## src/rtl/vga_filter_pkg.sv

```systemverilog
// Shared definitions for the VGA video filters: mode encoding, default
// Rec.709 luma weights and the fixed pixel-pipeline latency.
package vga_filter_pkg;

  typedef enum logic [1:0] {
    MODE_COLOUR = 2'd0,
    MODE_GREEN  = 2'd1,
    MODE_AMBER  = 2'd2,
    MODE_WHITE  = 2'd3
  } mode_e;

  localparam int MODE_W  = 2;

  localparam int DEF_W_R = 54;
  localparam int DEF_W_G = 183;
  localparam int DEF_W_B = 19;

  // Input-to-output delay of every filter in this family, in pixel clocks.
  localparam int LATENCY = 3;

endpackage

```

## src/rtl/vga_luma_filter_if.sv

```systemverilog
// Parallel VGA pixel bus: colour components plus syncs and display enable.
// The producer of the bus uses the master modport, the consumer the slave.
interface vga_luma_filter_if #(
  parameter int CW = 6
);
  logic [CW-1:0] r;
  logic [CW-1:0] g;
  logic [CW-1:0] b;
  logic          hsync;
  logic          vsync;
  logic          de;

  modport master (output r, g, b, hsync, vsync, de);
  modport slave  (input  r, g, b, hsync, vsync, de);
endinterface

```

## src/rtl/vga_sync_delay.sv

```systemverilog
// N-stage shift register for {hsync, vsync, de, mode}; resets every stage to
// inactive syncs, de low and mode 0 so a flushed pipeline emits blanking.
module vga_sync_delay #(
  parameter int N      = 2,
  parameter int MW     = 2,
  parameter bit HS_POL = 1'b0,
  parameter bit VS_POL = 1'b0
) (
  input  logic          clk,
  input  logic          rst,
  input  logic          hsync_in,
  input  logic          vsync_in,
  input  logic          de_in,
  input  logic [MW-1:0] mode_in,
  output logic          hsync_out,
  output logic          vsync_out,
  output logic          de_out,
  output logic [MW-1:0] mode_out
);
  localparam int            BW      = MW + 3;
  localparam logic [BW-1:0] RST_VAL = {~HS_POL, ~VS_POL, 1'b0, {MW{1'b0}}};

  logic [BW-1:0] chain [N+1];

  assign chain[0] = {hsync_in, vsync_in, de_in, mode_in};

  genvar gi;
  generate
    for (gi = 0; gi < N; gi++) begin : g_stage
      logic [BW-1:0] tap_d;
      logic [BW-1:0] tap_q;

      always_comb begin
        tap_d = chain[gi];
      end

      always_ff @(posedge clk) begin
        if (rst) begin
          tap_q <= RST_VAL;
        end else begin
          tap_q <= tap_d;
        end
      end

      assign chain[gi+1] = tap_q;
    end
  endgenerate

  assign {hsync_out, vsync_out, de_out, mode_out} = chain[N];

endmodule

```

## src/rtl/vga_luma_filter.sv

```systemverilog
// Three-stage Rec.709 luma / tint filter for the VGA output path; modes switch
// only on a vsync assertion edge. Optional scanline dimming under SCANLINE_EN.
module vga_luma_filter
  import vga_filter_pkg::*;
#(
  parameter int CW     = 6,
  parameter bit HS_POL = 1'b0,
  parameter bit VS_POL = 1'b0,
  parameter int W_R    = DEF_W_R,
  parameter int W_G    = DEF_W_G,
  parameter int W_B    = DEF_W_B
) (
  input  logic                clk_vga,
  input  logic                rst,
  vga_luma_filter_if.slave    vid_in,
  vga_luma_filter_if.master   vid_out,
  input  logic [MODE_W-1:0]   mode_sel,
  input  logic                scanline_on,
  output logic [MODE_W-1:0]   mode_active
);
  localparam int            PW    = CW + 8;
  localparam int            SW    = CW + 9;
  localparam logic [CW-1:0] MAX_C = {CW{1'b1}};

  if (W_R + W_G + W_B != 256) begin : g_bad_weights
    $error("vga_luma_filter: W_R + W_G + W_B must equal 256");
  end

  // Mode latch on the vsync assertion edge
  logic              vs_prev_q, vs_prev_d;
  logic              vs_edge;
  logic [MODE_W-1:0] mode_q, mode_d;

  always_comb begin
    vs_edge   = (vid_in.vsync == VS_POL) && (vs_prev_q != VS_POL);
    vs_prev_d = vid_in.vsync;
    mode_d    = vs_edge ? mode_sel : mode_q;
  end

  // Stage 1: raw colour and weighted products
  logic [CW-1:0] r1_q, g1_q, b1_q, r1_d, g1_d, b1_d;
  logic [PW-1:0] pr_q, pg_q, pb_q, pr_d, pg_d, pb_d;

  always_comb begin
    r1_d = vid_in.r;
    g1_d = vid_in.g;
    b1_d = vid_in.b;
    pr_d = PW'(vid_in.r) * PW'(W_R);
    pg_d = PW'(vid_in.g) * PW'(W_G);
    pb_d = PW'(vid_in.b) * PW'(W_B);
  end

  // Stage 2: luma sum, truncate and saturate
  logic [CW-1:0] r2_q, g2_q, b2_q, r2_d, g2_d, b2_d;
  logic [CW-1:0] luma2_q, luma2_d;
  logic [SW-1:0] sum;
  logic [SW-1:0] luma_wide;

  always_comb begin
    r2_d      = r1_q;
    g2_d      = g1_q;
    b2_d      = b1_q;
    sum       = SW'(pr_q) + SW'(pg_q) + SW'(pb_q);
    luma_wide = sum >> 8;
    luma2_d   = (luma_wide > SW'(MAX_C)) ? MAX_C : luma_wide[CW-1:0];
  end

  // Syncs, de and per-pixel mode ride alongside stages 1 and 2
  logic              hs2, vs2, de2;
  logic [MODE_W-1:0] mode2;

  vga_sync_delay #(
    .N      (LATENCY - 1),
    .MW     (MODE_W),
    .HS_POL (HS_POL),
    .VS_POL (VS_POL)
  ) u_sync_delay (
    .clk       (clk_vga),
    .rst       (rst),
    .hsync_in  (vid_in.hsync),
    .vsync_in  (vid_in.vsync),
    .de_in     (vid_in.de),
    .mode_in   (mode_d),
    .hsync_out (hs2),
    .vsync_out (vs2),
    .de_out    (de2),
    .mode_out  (mode2)
  );

`ifdef SCANLINE_EN
  // Line parity follows the pixel so in-flight pixels keep their line's value
  logic hs_prev_q, hs_prev_d;
  logic parity_q, parity_d;
  logic par1_q, par1_d;
  logic par2_q, par2_d;

  always_comb begin
    hs_prev_d = vid_in.hsync;
    parity_d  = parity_q;
    if (vs_edge) begin
      parity_d = 1'b0;
    end else if ((vid_in.hsync == HS_POL) && (hs_prev_q != HS_POL)) begin
      parity_d = ~parity_q;
    end
    par1_d = parity_d;
    par2_d = par1_q;
  end

  always_ff @(posedge clk_vga) begin
    if (rst) begin
      hs_prev_q <= ~HS_POL;
      parity_q  <= 1'b0;
      par1_q    <= 1'b0;
      par2_q    <= 1'b0;
    end else begin
      hs_prev_q <= hs_prev_d;
      parity_q  <= parity_d;
      par1_q    <= par1_d;
      par2_q    <= par2_d;
    end
  end
`else
  logic unused_scanline;
  assign unused_scanline = scanline_on;
`endif

  // Stage 3: tint, optional scanline dimming, blanking
  logic [CW-1:0] r3_q, g3_q, b3_q, r3_d, g3_d, b3_d;
  logic          hs3_q, vs3_q, de3_q, hs3_d, vs3_d, de3_d;
  logic [CW-1:0] rt, gt, bt;

  always_comb begin
    rt = r2_q;
    gt = g2_q;
    bt = b2_q;
    case (mode_e'(mode2))
      MODE_GREEN: begin
        rt = '0;
        gt = luma2_q;
        bt = '0;
      end
      MODE_AMBER: begin
        rt = luma2_q;
        gt = luma2_q >> 1;
        bt = '0;
      end
      MODE_WHITE: begin
        rt = luma2_q;
        gt = luma2_q;
        bt = luma2_q;
      end
      default: ;
    endcase
`ifdef SCANLINE_EN
    if (scanline_on && par2_q) begin
      rt = rt >> 1;
      gt = gt >> 1;
      bt = bt >> 1;
    end
`endif
    if (!de2) begin
      rt = '0;
      gt = '0;
      bt = '0;
    end
    r3_d  = rt;
    g3_d  = gt;
    b3_d  = bt;
    hs3_d = hs2;
    vs3_d = vs2;
    de3_d = de2;
  end

  always_ff @(posedge clk_vga) begin
    if (rst) begin
      vs_prev_q <= ~VS_POL;
      mode_q    <= MODE_COLOUR;
      r1_q      <= '0;
      g1_q      <= '0;
      b1_q      <= '0;
      pr_q      <= '0;
      pg_q      <= '0;
      pb_q      <= '0;
      r2_q      <= '0;
      g2_q      <= '0;
      b2_q      <= '0;
      luma2_q   <= '0;
      r3_q      <= '0;
      g3_q      <= '0;
      b3_q      <= '0;
      hs3_q     <= ~HS_POL;
      vs3_q     <= ~VS_POL;
      de3_q     <= 1'b0;
    end else begin
      vs_prev_q <= vs_prev_d;
      mode_q    <= mode_d;
      r1_q      <= r1_d;
      g1_q      <= g1_d;
      b1_q      <= b1_d;
      pr_q      <= pr_d;
      pg_q      <= pg_d;
      pb_q      <= pb_d;
      r2_q      <= r2_d;
      g2_q      <= g2_d;
      b2_q      <= b2_d;
      luma2_q   <= luma2_d;
      r3_q      <= r3_d;
      g3_q      <= g3_d;
      b3_q      <= b3_d;
      hs3_q     <= hs3_d;
      vs3_q     <= vs3_d;
      de3_q     <= de3_d;
    end
  end

  assign vid_out.r     = r3_q;
  assign vid_out.g     = g3_q;
  assign vid_out.b     = b3_q;
  assign vid_out.hsync = hs3_q;
  assign vid_out.vsync = vs3_q;
  assign vid_out.de    = de3_q;
  assign mode_active   = mode_q;

endmodule

```

## src/flat_wrapper.sv

```systemverilog
// flat-port wrapper written by rule: the top's interface ports become plain ports
module vga_luma_filter_flat import vga_filter_pkg::*;
#(
  parameter int CW     = 6,
  parameter bit HS_POL = 1'b0,
  parameter bit VS_POL = 1'b0,
  parameter int W_R    = DEF_W_R,
  parameter int W_G    = DEF_W_G,
  parameter int W_B    = DEF_W_B
)
  (clk_vga, rst, mode_sel, scanline_on, mode_active, vid_in_r, vid_in_g, vid_in_b, vid_in_hsync, vid_in_vsync, vid_in_de, vid_out_r, vid_out_g, vid_out_b, vid_out_hsync, vid_out_vsync, vid_out_de);
  vga_luma_filter_if #(.CW(CW)) vid_in_i ();
  vga_luma_filter_if #(.CW(CW)) vid_out_i ();
  input  logic clk_vga;
  input  logic rst;
  input  logic [MODE_W-1:0] mode_sel;
  input  logic scanline_on;
  output logic [MODE_W-1:0] mode_active;
  input wire logic [$bits(vid_in_i.r)-1:0] vid_in_r;
  input wire logic [$bits(vid_in_i.g)-1:0] vid_in_g;
  input wire logic [$bits(vid_in_i.b)-1:0] vid_in_b;
  input wire logic [$bits(vid_in_i.hsync)-1:0] vid_in_hsync;
  input wire logic [$bits(vid_in_i.vsync)-1:0] vid_in_vsync;
  input wire logic [$bits(vid_in_i.de)-1:0] vid_in_de;
  output wire logic [$bits(vid_out_i.r)-1:0] vid_out_r;
  output wire logic [$bits(vid_out_i.g)-1:0] vid_out_g;
  output wire logic [$bits(vid_out_i.b)-1:0] vid_out_b;
  output wire logic [$bits(vid_out_i.hsync)-1:0] vid_out_hsync;
  output wire logic [$bits(vid_out_i.vsync)-1:0] vid_out_vsync;
  output wire logic [$bits(vid_out_i.de)-1:0] vid_out_de;
  assign vid_in_i.r = vid_in_r;
  assign vid_in_i.g = vid_in_g;
  assign vid_in_i.b = vid_in_b;
  assign vid_in_i.hsync = vid_in_hsync;
  assign vid_in_i.vsync = vid_in_vsync;
  assign vid_in_i.de = vid_in_de;
  assign vid_out_r = vid_out_i.r;
  assign vid_out_g = vid_out_i.g;
  assign vid_out_b = vid_out_i.b;
  assign vid_out_hsync = vid_out_i.hsync;
  assign vid_out_vsync = vid_out_i.vsync;
  assign vid_out_de = vid_out_i.de;
  vga_luma_filter #(.CW(CW), .HS_POL(HS_POL), .VS_POL(VS_POL), .W_R(W_R), .W_G(W_G), .W_B(W_B)) u_core (.clk_vga(clk_vga), .rst(rst), .vid_in(vid_in_i), .vid_out(vid_out_i), .mode_sel(mode_sel), .scanline_on(scanline_on), .mode_active(mode_active));
endmodule
```

## config.mk

```make
export PLATFORM = sky130hd
export DESIGN_NAME = vga_luma_filter_flat
export DESIGN_NICKNAME = d
export VERILOG_FILES = /design/src/rtl/vga_filter_pkg.sv /design/src/rtl/vga_luma_filter_if.sv /design/src/rtl/vga_sync_delay.sv /design/src/rtl/vga_luma_filter.sv /design/src/flat_wrapper.sv
export SDC_FILE = /design/constraint.sdc
export NUM_CORES = 1
export LEC_CHECK = 0
export CAP_MARGIN = 20
export CELL_PAD_IN_SITES_DETAIL_PLACEMENT = 1
export CELL_PAD_IN_SITES_GLOBAL_PLACEMENT = 2
export CORE_MARGIN = 2
export CORE_UTILIZATION = 39
export CTS_BUF_LIST = sky130_fd_sc_hd__clkbuf_8
export DETAILED_ROUTE_END_ITERATION = 8
export PLACE_DENSITY = 0.89
export REMOVE_ABC_BUFFERS = 1
export SYNTH_ARGS = -nofsm -noshare
export SYNTH_HDL_FRONTEND = slang
export SYNTH_SLANG_ARGS = --single-unit
```

## constraint.sdc

```tcl
create_clock -name clk_vga -period 4.8 [get_ports clk_vga]
set_input_delay 0.72 -clock clk_vga [delete_from_list [all_inputs] [get_ports clk_vga]]
set_output_delay 0.72 -clock clk_vga [all_outputs]
set_load 0.02 [all_outputs]
```

After elaboration in Yosys (flattened, before gate mapping)
Cells that the tools add are included.
{"block": "totals", "mem_count": 0, "latch_bits": 0, "word_cells": 43, "regBits": 118, "in_bits": 26, "romBits": 0, "output_inout_bits": 23, "ramBits": 0}
{"block": "classes", "eq_ne": 3, "muxes": 5, "n_div": 0, "multipliers": 3, "bitwise_logic": 2, "reduce_logical": 5, "n_lt_le_gt_ge": 1, "addsub": 2, "shift": 0}
{"operator": "$pmux 6 s2", "count": 3}
{"operator": "$mul 6x5->11 const B", "count": 2}
{"operator": "$add 14x14->15", "count": 1}
{"operator": "$add 15x14->15", "count": 1}
{"operator": "$mul 6x8->14 const B", "count": 1}
{"operator": "$reduce_or 2->1", "count": 4}
{"operator": "$gt 7x6->1 const B", "count": 1}
{"operator": "$mux 6", "count": 1}
{"operator": "$eq 2x2->1 const B", "count": 2}
{"operator": "$eq 2x1->1 const B", "count": 1}
{"operator": "$mux 2", "count": 1}
{"operator": "$not 1->1", "count": 2}
{"operator": "$logic_and 1x1->1", "count": 1}

Depth between registers and ports, before layout
Gate-level depths: netlist of run 1.
{"block": "depth", "word_depth": 4, "depth_mapped": 11, "ltp_nobuf": 11}

Modules after synthesis
Synthesis of run 1 repeated with hierarchy kept, for this count alone.
{"block": "unflattened", "hier_cells": 571, "area_unflattened_um2": 5726.7}
{"mod": "vga_luma_filter", "seq_area_each_um2": 1981.9, "n_inst": 1, "cells_each": 551, "area_per_inst_um2": 5464.0}
{"mod": "vga_sync_delay", "seq_area_each_um2": 200.2, "n_inst": 1, "cells_each": 20, "area_per_inst_um2": 262.8}

Least setup slack after synthesis of run 1
Ideal clock, no wire load.
{"block": "synth_timing", "kind": "input port to flip-flop", "startpoint": "input vid_in_g[3]", "endpoint": "register u_core.pg_q[11]", "t_required_ps": 4668, "path_stages": 11, "slack_ps": 1111, "setup_time_ps": 132, "n_path_buf": 0, "arrival_ps": 3558, "cell_sequence": "fa_1 -> inv_1 -> fa_1 -> fa_1 -> inv_1 -> ha_1 -> a21oi_1 -> o21ai_0 -> a2111oi_0 -> o21ba_2 -> nor3_1"}
{"block": "synth_via", "elab_chain_cells": 1}
{"element": "start: declaration", "line": "flat_wrapper.sv:20", "rtl": "input wire logic [$bits(vid_in_i.g)-1:0] vid_in_g;"}
{"element": "$mul 6x8->14", "line": "vga_luma_filter.sv:49", "rtl": "pg_d = PW'(vid_in.g) * PW'(W_G);"}
{"element": "end signal: assignment", "line": "vga_luma_filter.sv:201", "rtl": "pg_q <= pg_d;"}
{"element": "end: declaration", "line": "vga_luma_filter.sv:42", "rtl": "logic [PW-1:0] pr_q, pg_q, pb_q, pr_d, pg_d, pb_d;"}
No other way between the ends.
A chain may end at the register's enable or synchronous reset.

Worst setup path in the final report of run 1
Same ends and word-level chain as after synthesis.

==> results of run 1 <==
==> worst paths after layout <==
check,slack [ps],cells after the start,end
max,550,12,u_core.pg_q[11]
min,420,1,u_core.vid_out.hsync
max reg2reg,2210,7,u_core.luma2_q[0]
min reg2reg,420,1,u_core.vid_out.hsync
==> report_power, final <==
group	internal [µW]	total, µW	leakage [µW]	switching, µW
sequential	985	1060	0.000874	72.3
clock	258	583	0.000111	326
combinational	517	1190	0.00200	670
==> cells in the mapped netlist, types with 2 or more instances <==
| library cell | number |
|---|---|
| dfxtp_1 | 106 |
| ha_1 | 76 |
| inv_1 | 69 |
| nor2_1 | 66 |
| nor2b_1 | 46 |
| fa_1 | 30 |
| a21oi_1 | 27 |
| nand2_1 | 15 |
| clkbuf_1 | 13 |
| a22oi_1 | 12 |
| o21ai_0 | 10 |
| mux2i_1 | 9 |
| nor3_1 | 9 |
| xnor2_1 | 9 |
| o21a_1 | 7 |
| or2_2 | 7 |
| xor2_1 | 7 |
| a21o_1 | 5 |
| nand3_1 | 5 |
| o211ai_1 | 5 |
| a2111oi_0 | 4 |
| o21bai_1 | 4 |
| buf_1 | 3 |
| mux2_2 | 3 |
| o2111ai_1 | 3 |
| or3_1 | 3 |
| a211o_1 | 2 |
| buf_4 | 2 |
| nand4_1 | 2 |
| nand4b_1 | 2 |
| nor4_1 | 2 |
| o41ai_1 | 2 |
==> flip-flops by register name (all words and copies together) (netlist names) <==
name	count
u_core.vid_out.vsync	1
u_core.u_sync_delay.g_stage.tap_q	9
u_core.pr_q	11
u_core.vid_out.hsync	1
u_core.r2_q	6
u_core.vid_out.r	6
u_core.pb_q	11
u_core.vid_out.b	6
u_core.g1_q	5
u_core.vid_out.g	6
u_core.mode_active	1
u_core.luma2_q	6
u_core.b1_q	5
u_core.r1_q	5
u_core.g2_q	6
u_core.vid_out.de	1
u_core.pg_q	14
u_core.b2_q	6
==> layer usage <==
metal  wire, µm  vias to the layer above  GRT usage
met1       5400                     1957      0.199
met3        316                        7     0.0188
met2       6230                       59      0.292
li1           -                     2042          -
met5          0                        -          0
met4        112                        0     0.0575
==> worst max-delay path, stage by stage <==
cell,delay (ps)
clkdlybuf4s50_1,540
fa_1,580
inv_1,50
fa_1,460
fa_1,520
inv_1,40
ha_1,330
a21oi_1,180
o21ai_0,200
a2111oi_0,630
o21ba_2,210
nor3_1,40
==> stage by stage <==
stage                     instance area [µm²]  power [µW]  hold slack, ps  utilization
after detailed placement                 6390        2270             401        0.441
after floorplan                          5680        1950             389            -
after global routing                     6610        3070             440        0.457
final                                    6610        2830             422        0.457
after global placement                   6390        2200             395        0.441
after CTS                                6610        2860             429        0.457
==> placed cells by master (no fill, tap or decap), drive strengths merged, types with 2 or more instances in the layout <==
cell type and n:
clkinv 2, mux2 3, a2111oi 4, dfxtp 106, a21boi 2, a22oi 12, buf 3, a21oi 27
nor4 2, clkbuf 9, o21ai 10, ha 76, inv 73, nand2 15, a211o 2, o211ai 5
or2 7, xnor2 9, o21a 7, nand4 2, a21o 5, o2111ai 3, nor3 9, nor2 66
nand3 5, o21bai 4, nand4b 2, clkdlybuf4s50 46, fa 30, or3 4, o41ai 2, mux2i 9
nor2b 46, o31a 2, xor2 7
==> area by class of cell <==
cell class,instances,area share
Sequential cell,106,0.321
Inverter,69,0.0392
Tap cell,184,0.0348
Multi-Input combinational cell,393,0.499
Clock inverter,7,0.0144
Timing Repair Buffer,49,0.0727
Clock buffer,9,0.0187
==> cell families after synthesis <==
kind of cell | share of synthesized area
and+or+nand+nor | 0.143
buffers and inverters | 0.0580
AOI/OAI and AO/OA | 0.115
xor gates and xnor gates | 0.0243
DFF | 0.369
adders and majority gates | 0.270
muxes | 0.0215
==> results_dict.tcl, run 1 <==
set metrics [dict create \
    cp-startpoint "vid_in_g[3]" \
    coreArea_mm2 0.0145 \
    min_period_ps 4250 \
    port_buffers 47 \
    cp.required_ps 5040 \
    ant_nets 0 \
    dp_hpwl_mm 9.86 \
    cp-end-kind "flop" \
    fin_nets 760 \
    grt_max_degree 38 \
    avgSynthCellArea_um2 9.82 \
    path_class "primary input to flop" \
    area_growth_pct 14.8 \
    leakagePower_uw 0.00298 \
    drc 0 \
    synth_warnings 0 \
    vias 4065 \
    skew_ps 9.86 \
    grt_pass1_vias 4375 \
    vdd_drop_max_mv 0.167 \
    hp-start "u_core.u_sync_delay.g_stage[1].tap_q[4]" \
    worst_hold_path_type "flop to flop" \
    status "finished clean" \
    worst-path-max-fanout 5 \
    register_area_mm2 0.00212 \
    cts.sink_count 106 \
    synth_area_leaders "dfxtp_1 37%, ha_1 17%, fa_1 10%" \
    overflow 0 \
    fin_cells 817 \
    drv_slew 0 \
    die_height_um 125 \
    cts.clk_slew.worst_paths_ps 110 \
    postCtsSetupBuffers 0 \
    hold_buffers 0 \
    grt_usage 0.162 \
    antennaDiodeCount 0 \
    synth-seq-cells 106 \
    setup_ws_ps 547 \
    finalSetupViolations 0 \
    drt_iter0_markers 116 \
    async_reset_ff_frac 0 \
    fill_cells 1657 \
    ios 49 \
    grt_pass1_wl_mm 20.8 \
    cts_inserted_buffers 9 \
    cts_root_buffer "clkbuf_8" \
    synth_ff_type "dfxtp_1" \
    drive_gt1_frac 0.0521 \
    drt-pass1-iter-count 4 \
    netlist.area_leader.share 0.369 \
    synthCells 586 \
    vias_per_cell 4.98 \
    dieArea_mm2 0.0157 \
    ys_types 53 \
    synth_area_mm2 0.00576 \
    rsz0062_at_grt "no" \
    cp.arrival_ps 4500 \
    fin_tns_setup_ps 0 \
    multi_input_area_mm2 0.00330 \
    die_w_um 125 \
    dp_cells 801 \
    tightest_slew_ps 773 \
    r2r-start "u_core.pg_q[3]" \
    start_kind "primary input" \
    fmaxAchievable_mhz 235 \
    gp_congestion 0.799 \
    post_cts_resized 0 \
    clockBufferDepth 2 \
    cts_tree "built" \
    slew_headroom 0.483 \
    avgRoutedWirePerCell_um 14.8 \
    maxCapViolations 0 \
    finalWirelength_mm 12.1 \
    clk_latency_ps 360 \
    p_per_area_mw_per_mm2 428 \
    rows 44 \
    fin_crit_sh 0.886 \
    initial_core_util 0.398 \
    hold_violations 0 \
    synth-edff-count 0 \
    place_ws_ps 193 \
    antenna_found_initial 0 \
    yosys.area.top_type "dfxtp_1" \
    ys_seq_area_frac 0.369 \
    htree_num_levels 3 \
]
Note: power is estimated with default switching activity, not from simulation.
==> inputs of run 2 (changes only) <==
--- a/config.mk
+++ b/config.mk
@@ -14,6 +14,8 @@
 export DETAILED_ROUTE_END_ITERATION = 8
 export PLACE_DENSITY = 0.89
 export REMOVE_ABC_BUFFERS = 1
+export SETUP_SLACK_MARGIN = 0.1
+export SKIP_LAST_GASP = 1
 export SYNTH_ARGS = -nofsm -noshare
 export SYNTH_HDL_FRONTEND = slang
 export SYNTH_SLANG_ARGS = --single-unit
==> results of run 2 <==
Final layout, timing and power as in run 1 (identical DEF).
==> inputs of run 3 (changes only) <==
--- a/config.mk
+++ b/config.mk
@@ -6,15 +6,14 @@
 export NUM_CORES = 1
 export LEC_CHECK = 0
 export CAP_MARGIN = 20
-export CELL_PAD_IN_SITES_DETAIL_PLACEMENT = 1
+export CELL_PAD_IN_SITES_DETAIL_PLACEMENT = 2
 export CELL_PAD_IN_SITES_GLOBAL_PLACEMENT = 2
-export CORE_MARGIN = 2
 export CORE_UTILIZATION = 39
 export CTS_BUF_LIST = sky130_fd_sc_hd__clkbuf_8
 export DETAILED_ROUTE_END_ITERATION = 8
 export PLACE_DENSITY = 0.89
 export REMOVE_ABC_BUFFERS = 1
-export SETUP_SLACK_MARGIN = 0.1
+export SETUP_SLACK_MARGIN = 0.15
 export SKIP_LAST_GASP = 1
 export SYNTH_ARGS = -nofsm -noshare
 export SYNTH_HDL_FRONTEND = slang
==> results_dict.tcl, run 3 (synthesized netlist as in run 1, its figures left out) <==
set metrics [dict create \
    status "finished clean" \
    grt_max_degree 49 \
    drc 0 \
    initial_core_util 0.398 \
    ios 49 \
    reg.largest.list "u_core.pg_q x14, u_core.pb_q x11, u_core.pr_q x11" \
    hold_ws_ps 429 \
    final_common_cell "dfxtp_1" \
    avgRoutedWirePerCell_um 18.8 \
    drt_iter0_markers 119 \
    grt_usage 0.219 \
    cts.sink_count 106 \
    maxCapViolations 0 \
    hold_violations 0 \
    slew_headroom 0.408 \
    cts_tree "built" \
    path_class "primary input to flop" \
    post-route-util 0.457 \
    cp.arrival_ps 4580 \
    cp-end-kind "flop" \
    worst-path-max-fanout 5 \
    largest_register_ff_count 14 \
    fill_cells 1502 \
    rsz0062_at_grt "no" \
    worst_hold_path_type "flop to flop" \
    dp_hpwl_mm 12.2 \
    fin_cells 817 \
    antenna_found_initial 0 \
    drt-pass1-iter-count 4 \
    cts_root_buffer "clkbuf_8" \
    clockBufferDepth 2 \
    antennaDiodeCount 0 \
    die_w_um 123 \
    tightest_slew_ps 884 \
    port_buffers 47 \
    hold_buffers 0 \
    placed_cell_area_mm2 0.00639 \
    skew_ps 9.73 \
    vias_per_cell 5.20 \
    finalSetupViolations 0 \
    min_period_ps 4320 \
    finalWirelength_mm 15.3 \
    leakagePower_uw 0.00299 \
    dp_cells 801 \
    regMostFlops "u_core.pg_q" \
    cts_inserted_buffers 9 \
    rows 44 \
    drv_slew 0 \
    area_growth_pct 15.1 \
    vias 4252 \
    drive_gt1_frac 0.0521 \
    fmaxAchievable_mhz 231 \
    grt_pass1_vias 4912 \
    most-common-layout-cells "106 x dfxtp_1, 76 x ha_1, 69 x inv_1" \
    fin_tns_setup_ps 0 \
    fin_nets 760 \
    postCtsSetupBuffers 0 \
    ant_nets 0 \
    cp.required_ps 5060 \
    stdcell_area_mm2 0.00662 \
    dieArea_mm2 0.0153 \
    fin_crit_sh 0.900 \
    p_per_area_mw_per_mm2 449 \
    clk_latency_ps 380 \
    cts.clk_slew.worst_paths_ps 110 \
    vdd_drop_max_mv 0.182 \
    gp_congestion 0.812 \
    overflow 0 \
    grt_pass1_wl_mm 25.1 \
    post_cts_resized 0 \
    start_kind "primary input" \
    die_height_um 123 \
    htree_num_levels 3 \
    coreArea_mm2 0.0145 \
]
==> run 3: metal layers <==
metal	part of all wire	vias to the layer above	GRT usage	wire length [µm]
li1	-	2040	-	-
met2	0.54	78	0.418	8230
met3	0.026	30	0.0337	398
met4	0.028	0	0.0843	430
met5	0	-	0	0
met1	0.41	2104	0.239	6290
==> run 3: layout make-up <==
class / instances / area, µm² / share of cell area
multi-input combinational: 393 / 3300 / 0.498
sequential: 106 / 2120 / 0.320
timing repair buffer: 49 / 480 / 0.0725
inverter: 69 / 259 / 0.0391
tap: 184 / 230 / 0.0348
clock buffer: 9 / 124 / 0.0187
clock inverter: 7 / 108 / 0.0162
==> run 3: through the flow <==
step	setup WS (ps)	power, µW
after global placement	311	2200
after global routing	243	3180
after CTS	443	2990
after floorplan	1120	1950
after detailed placement	38.1	2330
final	478	2980
==> run 3: worst paths after layout <==
check | start | end | slack, ps | cells after the start
min reg2reg | u_core.u_sync_delay.g_stage[0].tap_q[4] | u_core.u_sync_delay.g_stage[1].tap_q[4] | 430 | 1
max | vid_in_g[3] | u_core.pg_q[11] | 480 | 12
min | u_core.u_sync_delay.g_stage[0].tap_q[4] | u_core.u_sync_delay.g_stage[1].tap_q[4] | 430 | 1
max reg2reg | u_core.pr_q[2] | u_core.luma2_q[5] | 2130 | 9
==> run 3: power breakdown <==
part	switching [µW]	leakage (µW)	internal, µW
Clock	329	0.000114	304
Combinational	750	0.00200	528
Sequential	80.2	0.000874	985
Total	1160	0.00299	1820
==> run 3: critical path: stages <==
cell and delay (ps):
clkdlybuf4s50_1 540, fa_1 600, inv_1 60, fa_1 460, fa_1 520, inv_1 40, ha_1 330, a21oi_1 180
o21ai_0 190, a2111oi_0 680, o21ba_2 210, nor3_1 40
